==> config.mk <==
export PLATFORM = sky130hd
export DESIGN_NAME = reg_dump_reader
export DESIGN_NICKNAME = d
export VERILOG_FILES = /design/src/rtl/reg_dump_reader_pkg.sv /design/src/rtl/reg_dump_reader.sv
export SDC_FILE = /design/constraint.sdc
export NUM_CORES = 1
export LEC_CHECK = 0
export ABC_AREA = 1
export BUFFER_PORTS_ARGS = -buffer_cell sky130_fd_sc_hd__buf_2
export CAP_MARGIN = 5
export CORE_MARGIN = 4
export CORE_UTILIZATION = 43
export DETAILED_ROUTE_END_ITERATION = 16
export PLACE_DENSITY = 0.74
export SYNTH_ARGS = -nofsm -noshare
export SYNTH_HDL_FRONTEND = slang
export SYNTH_SLANG_ARGS = --single-unit
==> constraint.sdc <==
create_clock -name clk -period 1.5 [get_ports clk]
set_clock_uncertainty 0.05 [all_clocks]
set_input_delay 0.3 -clock clk [delete_from_list [all_inputs] [get_ports clk]]
set_output_delay 0.3 -clock clk [all_outputs]
set_load 0.03 [all_outputs]
==> src/rtl/reg_dump_reader_pkg.sv <==
// Shared constants and types for the register-file dump reader.
package reg_dump_reader_pkg;

  localparam int unsigned REG_ADDR_W    = 5;
  localparam int unsigned DATA_W        = 32;
  localparam int unsigned NUM_ARCH_REGS = 32;

  typedef enum logic [1:0] {
    IDLE   = 2'd0,
    STREAM = 2'd1,
    DONE   = 2'd2
  } dump_state_e;

  // One output beat as held in the output register.
  typedef struct packed {
    logic [DATA_W-1:0]     data;
    logic [REG_ADDR_W-1:0] index;
    logic                  last;
  } dump_beat_t;

endpackage

==> src/rtl/reg_dump_reader.sv <==
// Walks a register file through a combinational read port and streams each
// entry out as a valid/ready beat, ending with a one-cycle done pulse.
module reg_dump_reader
  import reg_dump_reader_pkg::*;
#(
  parameter int unsigned NUM_REGS  = 32,
  parameter bit          SKIP_ZERO = 1'b0
) (
  input  logic                  clk,
  input  logic                  rst_n,
  input  logic                  start,
  input  logic                  abort,
  output logic [REG_ADDR_W-1:0] rd_addr,
  input  logic [DATA_W-1:0]     rd_data,
  output logic                  out_valid,
  input  logic                  out_ready,
  output logic [DATA_W-1:0]     out_data,
  output logic [REG_ADDR_W-1:0] out_index,
  output logic                  out_last,
  output logic                  busy,
  output logic                  done
);

  localparam logic [REG_ADDR_W-1:0] FIRST_IDX = SKIP_ZERO ? REG_ADDR_W'(1) : REG_ADDR_W'(0);
  localparam logic [REG_ADDR_W-1:0] LAST_IDX  = REG_ADDR_W'(NUM_REGS - 1);

  dump_state_e           state_q, state_d;
  logic [REG_ADDR_W-1:0] idx_q, idx_d;
  logic                  pend_q, pend_d;
  logic                  valid_q, valid_d;
  dump_beat_t            beat_q, beat_d;
  logic                  busy_q, busy_d;
  logic                  done_q, done_d;

  logic                  hs_c;
  logic                  load_c;

  // Handshake on the current beat, and a load whenever a fetch is pending
  // and the output register is empty or being drained this cycle.
  assign hs_c   = valid_q && out_ready;
  assign load_c = (state_q == STREAM) && pend_q && (!valid_q || out_ready);

  // FSM state register.
  always_ff @(posedge clk or negedge rst_n) begin
    if (!rst_n) begin
      state_q <= IDLE;
    end else begin
      state_q <= state_d;
    end
  end

  // Next-state logic; abort wins over a same-cycle handshake.
  always_comb begin
    state_d = state_q;
    unique case (state_q)
      IDLE: begin
        if (start) begin
          state_d = STREAM;
        end
      end
      STREAM: begin
        if (abort) begin
          state_d = IDLE;
        end else if (hs_c && beat_q.last) begin
          state_d = DONE;
        end
      end
      DONE: begin
        state_d = IDLE;
      end
      default: begin
        state_d = IDLE;
      end
    endcase
  end

  // Fetch counter and output register next values.
  always_comb begin
    idx_d   = idx_q;
    pend_d  = pend_q;
    valid_d = valid_q;
    beat_d  = beat_q;
    unique case (state_q)
      IDLE: begin
        valid_d = 1'b0;
        if (start) begin
          idx_d  = FIRST_IDX;
          pend_d = 1'b1;
        end
      end
      STREAM: begin
        if (abort) begin
          valid_d = 1'b0;
          pend_d  = 1'b0;
          idx_d   = '0;
        end else begin
          if (hs_c) begin
            valid_d = 1'b0;
          end
          if (load_c) begin
            beat_d.data  = rd_data;
            beat_d.index = idx_q;
            beat_d.last  = (idx_q == LAST_IDX);
            valid_d      = 1'b1;
            // Saturate at the last entry instead of wrapping.
            if (idx_q == LAST_IDX) begin
              pend_d = 1'b0;
            end else begin
              idx_d = idx_q + REG_ADDR_W'(1);
            end
          end
        end
      end
      DONE: begin
        valid_d = 1'b0;
        pend_d  = 1'b0;
        idx_d   = '0;
      end
      default: begin
        valid_d = 1'b0;
        pend_d  = 1'b0;
        idx_d   = '0;
      end
    endcase
    busy_d = (state_d != IDLE);
    done_d = (state_d == DONE);
  end

  // Datapath and status registers.
  always_ff @(posedge clk or negedge rst_n) begin
    if (!rst_n) begin
      idx_q   <= '0;
      pend_q  <= 1'b0;
      valid_q <= 1'b0;
      beat_q  <= '0;
      busy_q  <= 1'b0;
      done_q  <= 1'b0;
    end else begin
      idx_q   <= idx_d;
      pend_q  <= pend_d;
      valid_q <= valid_d;
      beat_q  <= beat_d;
      busy_q  <= busy_d;
      done_q  <= done_d;
    end
  end

  // Read address follows the pending fetch; parked at 0 while idle.
  assign rd_addr = (state_q == IDLE) ? '0 : idx_q;

  assign out_valid = valid_q;
  assign out_data  = beat_q.data;
  assign out_index = beat_q.index;
  assign out_last  = beat_q.last;
  assign busy      = busy_q;
  assign done      = done_q;

endmodule

### Word level (Yosys, flattened, before mapping)

Index checks and enable logic that the tools add are counted.

| operators by class | value |
|---|---|
| bitwise gates (word level) | 1 |
| reductions and logical operators | 11 |
| $add $sub $neg | 1 |
| equal/unequal tests | 8 |
| multiplexer cells | 19 |

Operators with widths:

| cell | count |
|---|---|
| $mux 5 | 5 |
| $pmux 5 s2 | 1 |
| $reduce_and 3->1 | 3 |
| $mux 1 | 8 |
| $mux 2 | 3 |
| $ne 3x3->1 const B | 2 |
| $add 5x1->5 const B | 1 |
| $eq 5x5->1 const B | 1 |
| $logic_and 1x1->1 | 4 |
| $ne 4x4->1 const B | 1 |
| $pmux 2 s2 | 1 |
| $ne 3x2->1 const B | 1 |
| $eq 2x1->1 const B | 1 |
| $eq 2x2->1 const B | 1 |
| $logic_not 2->1 | 1 |
| $ne 2x2->1 const B | 1 |
| $pmux 1 s2 | 1 |
| $reduce_bool 2->1 | 1 |
| $logic_not 1->1 | 1 |
| $logic_or 1x1->1 | 1 |
| $not 1->1 | 1 |

| storage, ports and cells | value |
|---|---|
| flip-flop bits (word level) | 49 |
| output and inout port bits | 46 |
| logic and storage cells | 49 |

### Logic depth before layout (Yosys ltp)

Gate-level depths: netlist (run 1).

| logic depth | value |
|---|---|
| depth in word-level cells | 6 |
| depth in mapped cells | 9 |
| gate-level depth less buffers | 9 |

### Worst setup path after synthesis (run 1)

Ideal clock, no wire load.

| timing path | value |
|---|---|
| kind | register -> register |
| start | register idx_q[0] |
| end | register idx_q[3] |
| slack | 0.071 ns |
| setup time | 0.065 ns |
| stages on the path, launching flop included | 8 |
| data arrival time | 1.314 ns |
| clock period less this slack | 1.429 ns |
| cells stage by stage | dfrtp_1 -> ha_1 -> nand2_1 -> nor2_1 -> ha_1 -> o21ai_0 -> nand3_1 -> nand2_1 |

| between the ends | value |
|---|---|
| word-level cells in the longest chain between the ends | 5 |
| elaborated cells between the ends (all ways) | 8 |

Ends and longest elaborated chain:

| element | line | text |
|---|---|---|
| from (decl) | reg_dump_reader.sv:28 | `logic [REG_ADDR_W-1:0] idx_q, idx_d;` |
| from (signal assigned) | reg_dump_reader.sv:139 | `idx_q <= idx_d;` |
| $add 5x1->5 | reg_dump_reader.sv:109 | `idx_d = idx_q + REG_ADDR_W'(1);` |
| $mux 5 | reg_dump_reader.sv:106 | `if (idx_q == LAST_IDX) begin` |
| $mux 5 | reg_dump_reader.sv:100 | `if (load_c) begin` |
| $mux 5 | reg_dump_reader.sv:92 | `if (abort) begin` |
| $pmux 5 s2 | reg_dump_reader.sv:83 | `unique case (state_q)` |

Several ways; a longest one is shown, not always the timed one. The select of a mux whose other input is x is not followed.
A chain may end at the register's enable or synchronous reset.

### Worst setup path after layout (run 1)

| timing path | value |
|---|---|
| start | register state_q[1] |
| end | output rd_addr[1] |

| between the ends | value |
|---|---|
| word-level cells in the longest chain between the ends | 2 |

Ends and longest elaborated chain:

| element | line | text |
|---|---|---|
| from (decl) | reg_dump_reader.sv:27 | `dump_state_e state_q, state_d;` |
| from (signal assigned) | reg_dump_reader.sv:48 | `state_q <= state_d;` |
| $logic_not 2->1 | reg_dump_reader.sv:149 | `assign rd_addr = (state_q == IDLE) ? '0 : idx_q;` |
| $mux 5 | reg_dump_reader.sv:149 |  |
| to (decl) | reg_dump_reader.sv:13 | `output logic [REG_ADDR_W-1:0] rd_addr,` |

Every way passes these cells.

==> results.sh, run 1 <==
export IMPL_synthToLayoutAreaGrowth_pct=38.3
export IMPL_finalWirelength_mm=4.88
export IMPL_synth_seq_cells=49
export IMPL_p_per_area_nw_per_um2=1650
export IMPL_clock_latency_ns=0.29
export IMPL_worst_slack_ns=-0.0169
export IMPL_cts_buffers=5
export IMPL_drv_slew=0
export IMPL_max_vdd_ir_drop_v=0.000648
export IMPL_switching_share_pct=43.5
export IMPL_grt_start_max_net_pins=77
export IMPL_postPlaceCellArea_um2=2600
export IMPL_power_frac_seq_pct=40.7
export IMPL_synth_flop_cell="dfrtp_1"
export IMPL_cp_arrival_ns=1.17
export IMPL_clkTransAtPathRegs_ns=0.09
export IMPL_cts_tree="yes"
export IMPL_drtAntennaViolNets=0
export IMPL_worst_path_max_fanout=6
export IMPL_pwr_share_clk_pct=15.7
export IMPL_die_h_um=78.0
export IMPL_leakagePower_nw=1.64
export IMPL_cp_end_kind="primary output"
export IMPL_maxCapViolations=0
export IMPL_drive_gt1_share_pct=44.0
export IMPL_critPathKind="reg2out"
export IMPL_status="finished with violations"
export IMPL_violations="negative setup slack"
export IMPL_via_per_inst=4.53
export IMPL_met2_usage_pct=24.3
export IMPL_hp_class="in2reg"
export IMPL_finalCritPeriodShare_pct=101
export IMPL_core_region_area_um2=4720
export IMPL_p_sw_w=0.00209
export IMPL_drtIter0Drc=56
export IMPL_grt_met1_usage_pct=21.7
export IMPL_yosysUniqueCellTypes=18
export IMPL_postSynthCellCount=235
export IMPL_synth_async_reset_ratio_pct=100
export IMPL_timing_fmax_ghz=0.659
export IMPL_placementRows=25
export IMPL_worstPathRequired_ns=1.15
export IMPL_vias=1816
export IMPL_r2r_slack_ns=-0.01
export IMPL_finish_instance_area_um2=2910
export IMPL_diodes=0
export IMPL_synth_area_leaders="dfrtp_1 58%, nand2_1 12%, inv_1 7.7%"
export IMPL_combPwrFrac_pct=43.5
export IMPL_antenna_found_initial=0
export IMPL_postSynthAreaPerCell_um2=8.96
export IMPL_ys_warn_count=0
export IMPL_hpwlAfterDp_mm=3.20
export IMPL_tightest_slew_ns=0.265
export IMPL_htree_num_levels=2
export IMPL_synth_nets=274
export IMPL_nNetsFinal=372
export IMPL_busiest_layer="met2"
export IMPL_finalSetupTns_ns=-0.0290
export IMPL_post_place_cells=382
export IMPL_setup_viol=4
export IMPL_dieArea_um2=6080
export IMPL_use_met3_pct=4.29
export IMPL_fillers=404
export IMPL_synth_cell_area_um2=2110
export IMPL_finalNonFillerCells=401
export IMPL_synth_top_area_share_pct=58.2
export IMPL_grt_setup_unrepaired="true"
export IMPL_yosysMostFrequentCell="nand2_1"
export IMPL_io_buffers=82
export IMPL_start_util_pct=44.6
export IMPL_drc_errors=0
export IMPL_grt_pass1_vias=1644
export IMPL_grt_usage_pct=15.7
export IMPL_yosysTopAreaCell="dfrtp_1"
export IMPL_dr_pass1_iters=4
export IMPL_grt_pass1_wl_mm=7.71
export IMPL_place_congestion=0.815
export IMPL_p_int_w=0.00272
export IMPL_start_kind="flop"
export IMPL_synth_yosys_seq_area_share_pct=58.2
export IMPL_die_x_um=78.0
export IMPL_grt_overflow=0
export IMPL_post_route_min_period_ns=1.52
export IMPL_hold_violations=0
export IMPL_cts_buffer_depth=2
export IMPL_io_pins=83
export IMPL_slew_limit_headroom_pct=82.3
export IMPL_numClockSinks=49
export IMPL_ys_top_cells_by_count="65 x nand2_1, 49 x dfrtp_1, 43 x inv_1"
export IMPL_wire_per_inst_um=12.2
export IMPL_clockRootBuffer="clkbuf_8"
export IMPL_synth_edf_count=0
## per-layer routing
metal / up-vias / share of wire, %
met2: 71 / 44
met3: 8 / 8.1
met4: 0 / 1.4
met5: - / 0
li1: 909 / -
met1: 828 / 46
## timing repair
action,4_1_cts,5_1_grt
pin swaps,1,8
resized for setup,6,41
buffers inserted,3,6
hold endpoints to repair,49,0
cloned,0,1
hold buffers,1,0
endpoints found under the setup margin,8,49
## area by class of cell
type | instances | area (µm²) | share of cell area [%]
Multi-Input combinational cell | 135 | 742 | 25.5
Clock inverter | 2 | 15.0 | 0.515
Tap cell | 67 | 83.8 | 2.88
Clock buffer | 6 | 72.6 | 2.49
Inverter | 43 | 161 | 5.54
Sequential cell | 49 | 1230 | 42.1
Timing Repair Buffer | 99 | 611 | 21.0
## kinds of logic (layout without fill, tap and decap cells)
group,Yosys count,in the layout,synth area share [%]
simple gates,92,92,17.9
flops,49,49,58.2
fa+ha+maj,2,2,1.19
xor+xnor,1,1,0.416
buf+inv,51,150,10.9
compound gates,40,40,11.3
## worst paths after layout
check	from	cells after the start	end
setup reg to reg	state_q[1]	8	out_data[15]
setup / recovery	state_q[1]	4	rd_addr[1]
hold reg to reg	out_index[1]	2	out_index[1]
hold / removal	rd_data[12]	3	out_data[12]
min in group asynchronous	rst_n	3	out_data[27]
max in group asynchronous	rst_n	3	idx_q[2]
## power by group through the flow
| stage | clock [W] | sequential, W | combinational [W] |
|---|---|---|---|
| after CTS | 0.000787 | 0.00194 | 0.00199 |
| after global routing | 0.000841 | 0.00202 | 0.00227 |
| after global placement | 0 | 0.00196 | 0.00194 |
| after detailed placement | 0 | 0.00197 | 0.00197 |
| after floorplan | 0 | 0.00280 | 0.000500 |
| final | 0.000756 | 0.00196 | 0.00209 |
## registers in the layout (all words and copies together) (netlist names)
signal     cells
state_q        2
pend_q         1
idx_q          5
busy           1
out_data      32
out_last       1
out_index      5
out_valid      1
done           1
## critical path, stage by stage (launching register included)
cell and delay (ns):
dfrtp_1 0.39, nor2_1 0.11, buf_4 0.17, nor2_1 0.05
buf_4 0.16
## metrics by stage
step	utilization, %	hold slack (ns)	setup WS (ns)	power [W]
finish	61.7	0.176	-0.0169	0.00481
CTS	57.8	0.165	-0.00459	0.00472
floorplan	-	-0.0456	0.0707	0.00331
global placement	55.1	0.256	0.0498	0.00389
detailed placement	55.1	0.256	-0.00928	0.00394
global route	61.7	0.164	-0.0858	0.00513
## cell usage in the layout (no fill, tap or decap), drive strengths merged
| master | instances |
|---|---|
| a21oi | 1 |
| xnor2 | 1 |
| dlygate4sd3 | 1 |
| nor3 | 1 |
| nand3 | 9 |
| inv | 43 |
| nor2 | 16 |
| o21ai | 39 |
| clkinvlp | 2 |
| dfrtp | 49 |
| nand2 | 66 |
| clkbuf | 7 |
| ha | 2 |
| buf | 97 |
(Power assumes the default switching activity.)
==> inputs of run 2 (changes only) <==
--- a/config.mk
+++ b/config.mk
@@ -12,6 +12,7 @@
 export CORE_UTILIZATION = 43
 export DETAILED_ROUTE_END_ITERATION = 16
 export PLACE_DENSITY = 0.74
+export RECOVER_POWER = 50
 export SYNTH_ARGS = -nofsm -noshare
 export SYNTH_HDL_FRONTEND = slang
 export SYNTH_SLANG_ARGS = --single-unit
==> results.sh, run 2 (synthesized netlist as in run 1, its figures left out) <==
export IMPL_nNetsFinal=372
export IMPL_drive_gt1_share_pct=44.0
export IMPL_drv_slew=0
export IMPL_cts_tree="yes"
export IMPL_status="finished with violations"
export IMPL_fillers=405
export IMPL_dieArea_um2=6080
export IMPL_drtIter0Drc=54
export IMPL_antenna_found_initial=0
export IMPL_maxCapViolations=0
export IMPL_worst_slack_ns=-0.0182
export IMPL_worst_path_max_fanout=6
export IMPL_vias=1809
export IMPL_synthToLayoutAreaGrowth_pct=37.7
export IMPL_dp_slack_ns=-0.00928
export IMPL_grt_overflow=0
export IMPL_clock_latency_ns=0.29
export IMPL_post_place_cells=382
export IMPL_core_region_area_um2=4720
export IMPL_hpwlAfterDp_mm=3.20
export IMPL_cp_arrival_ns=1.17
export IMPL_grt_pass1_wl_mm=7.71
export IMPL_post_route_min_period_ns=1.52
export IMPL_cts_buffer_depth=2
export IMPL_grt_start_max_net_pins=77
export IMPL_leakagePower_nw=1.64
export IMPL_cts_buffers=5
export IMPL_grt_pass1_vias=1644
export IMPL_largest_reg_flops=32
export IMPL_die_h_um=78.0
export IMPL_placementRows=25
export IMPL_wire_per_inst_um=12.1
export IMPL_start_kind="flop"
export IMPL_via_per_inst=4.51
export IMPL_finalNonFillerCells=401
export IMPL_violations="negative setup slack"
export IMPL_final_common_cell="buf_2"
export IMPL_io_buffers=82
export IMPL_numClockSinks=49
export IMPL_timing_fmax_ghz=0.659
export IMPL_die_x_um=78.0
export IMPL_diodes=0
export IMPL_drtAntennaViolNets=0
export IMPL_path_cells="nor2_1 > buf_4 > nor2_1 > buf_4"
export IMPL_finalSetupTns_ns=-0.0327
export IMPL_worstPathRequired_ns=1.15
export IMPL_max_vdd_ir_drop_v=0.000648
export IMPL_htree_num_levels=2
export IMPL_start_util_pct=44.6
export IMPL_hp_class="in2reg"
export IMPL_clkTransAtPathRegs_ns=0.09
export IMPL_finalWirelength_mm=4.87
export IMPL_grt_setup_unrepaired="true"
export IMPL_clockRootBuffer="clkbuf_8"
export IMPL_grt_usage_pct=15.7
export IMPL_cp_end_kind="primary output"
export IMPL_p_per_area_nw_per_um2=1650
export IMPL_hold_violations=0
export IMPL_slowest_stage="dfrtp_1"
export IMPL_critPathKind="reg2out"
export IMPL_finalCritPeriodShare_pct=101
export IMPL_place_congestion=0.815
export IMPL_drc_errors=0
export IMPL_setup_viol=4
export IMPL_layout_common_cells="77 x buf_2, 54 x nand2_1, 48 x dfrtp_1, 41 x inv_1, 24 x o21ai_1"
export IMPL_tightest_slew_ns=0.649
export IMPL_dr_pass1_iters=4
export IMPL_slew_limit_headroom_pct=56.8
export IMPL_slowest_delay_ns=0.39
export IMPL_io_pins=83
-- run 2: cell count changes in the layout (fill, tap and decap cells not counted), sizes merged --
cell / delta
buf: -1
clkbuf: +1
-- run 2: worst max-delay path, delay by kind of cell, from the launching register on --
| kind | cells | cell delay [ns] |
|---|---|---|
| flip-flops | 1 | 0.39 |
| buffers and inverters | 2 | 0.33 |
| AND/OR/NAND/NOR | 2 | 0.16 |
-- run 2: where the power goes --
| group | switching [W] | total [W] | internal (W) |
|---|---|---|---|
| sequential | 0.000218 | 0.00196 | 0.00174 |
| combinational | 0.00144 | 0.00209 | 0.000646 |
| clock | 0.000427 | 0.000756 | 0.000329 |
-- run 2: worst paths after layout --
| path | from | depth (start not counted) | endpoint | slack [ns] |
|---|---|---|---|---|
| hold reg to reg | out_index[1] | 2 | out_index[1] | 0.43 |
| hold / removal | rd_data[12] | 3 | out_data[12] | 0.18 |
| max in group asynchronous | rst_n | 3 | idx_q[2] | 0.29 |
| setup / recovery | state_q[1] | 4 | rd_addr[1] | -0.02 |
| setup reg to reg | state_q[1] | 8 | out_data[15] | -0.01 |
| min in group asynchronous | rst_n | 3 | out_data[27] | 0.64 |
-- run 2: layer usage --
metal	part of all wire, %	wire, µm	global-route usage [%]
met4	1.4	67	4.37
met5	0	0	0
met2	45	2170	24.3
met3	8.1	395	4.29
met1	46	2240	21.7
-- run 2: per-stage QoR --
| stage | total power, W | hold slack (ns) | cell area (µm²) | util, % |
|---|---|---|---|---|
| 2_1_floorplan | 0.00331 | -0.0456 | 2110 | - |
| 3_3_place_gp | 0.00389 | 0.256 | 2600 | 55.1 |
| 3_5_place_dp | 0.00394 | 0.256 | 2600 | 55.1 |
| 4_1_cts | 0.00472 | 0.165 | 2730 | 57.8 |
| 5_1_grt | 0.00512 | 0.164 | 2900 | 61.4 |
| 6_report | 0.00480 | 0.175 | 2900 | 61.4 |
-- run 2: timing repair --
action                                  in CTS  in global routing
hold endpoints to repair                    49                  0
gates resized for setup                      6                 41
endpoints found under the setup margin       8                 49
hold buffers                                 1                  0
pin swaps                                    1                  8
gates cloned                                 0                  1
setup buffers                                3                  6
-- run 2: layout make-up --
type | instances | area [µm²] | area share (%)
Sequential cell | 49 | 1230 | 42.3
Multi-Input combinational cell | 135 | 742 | 25.6
Timing Repair Buffer | 99 | 598 | 20.6
Inverter | 43 | 161 | 5.57
Tap cell | 67 | 83.8 | 2.89
Clock buffer | 6 | 72.6 | 2.50
Clock inverter | 2 | 15.0 | 0.518
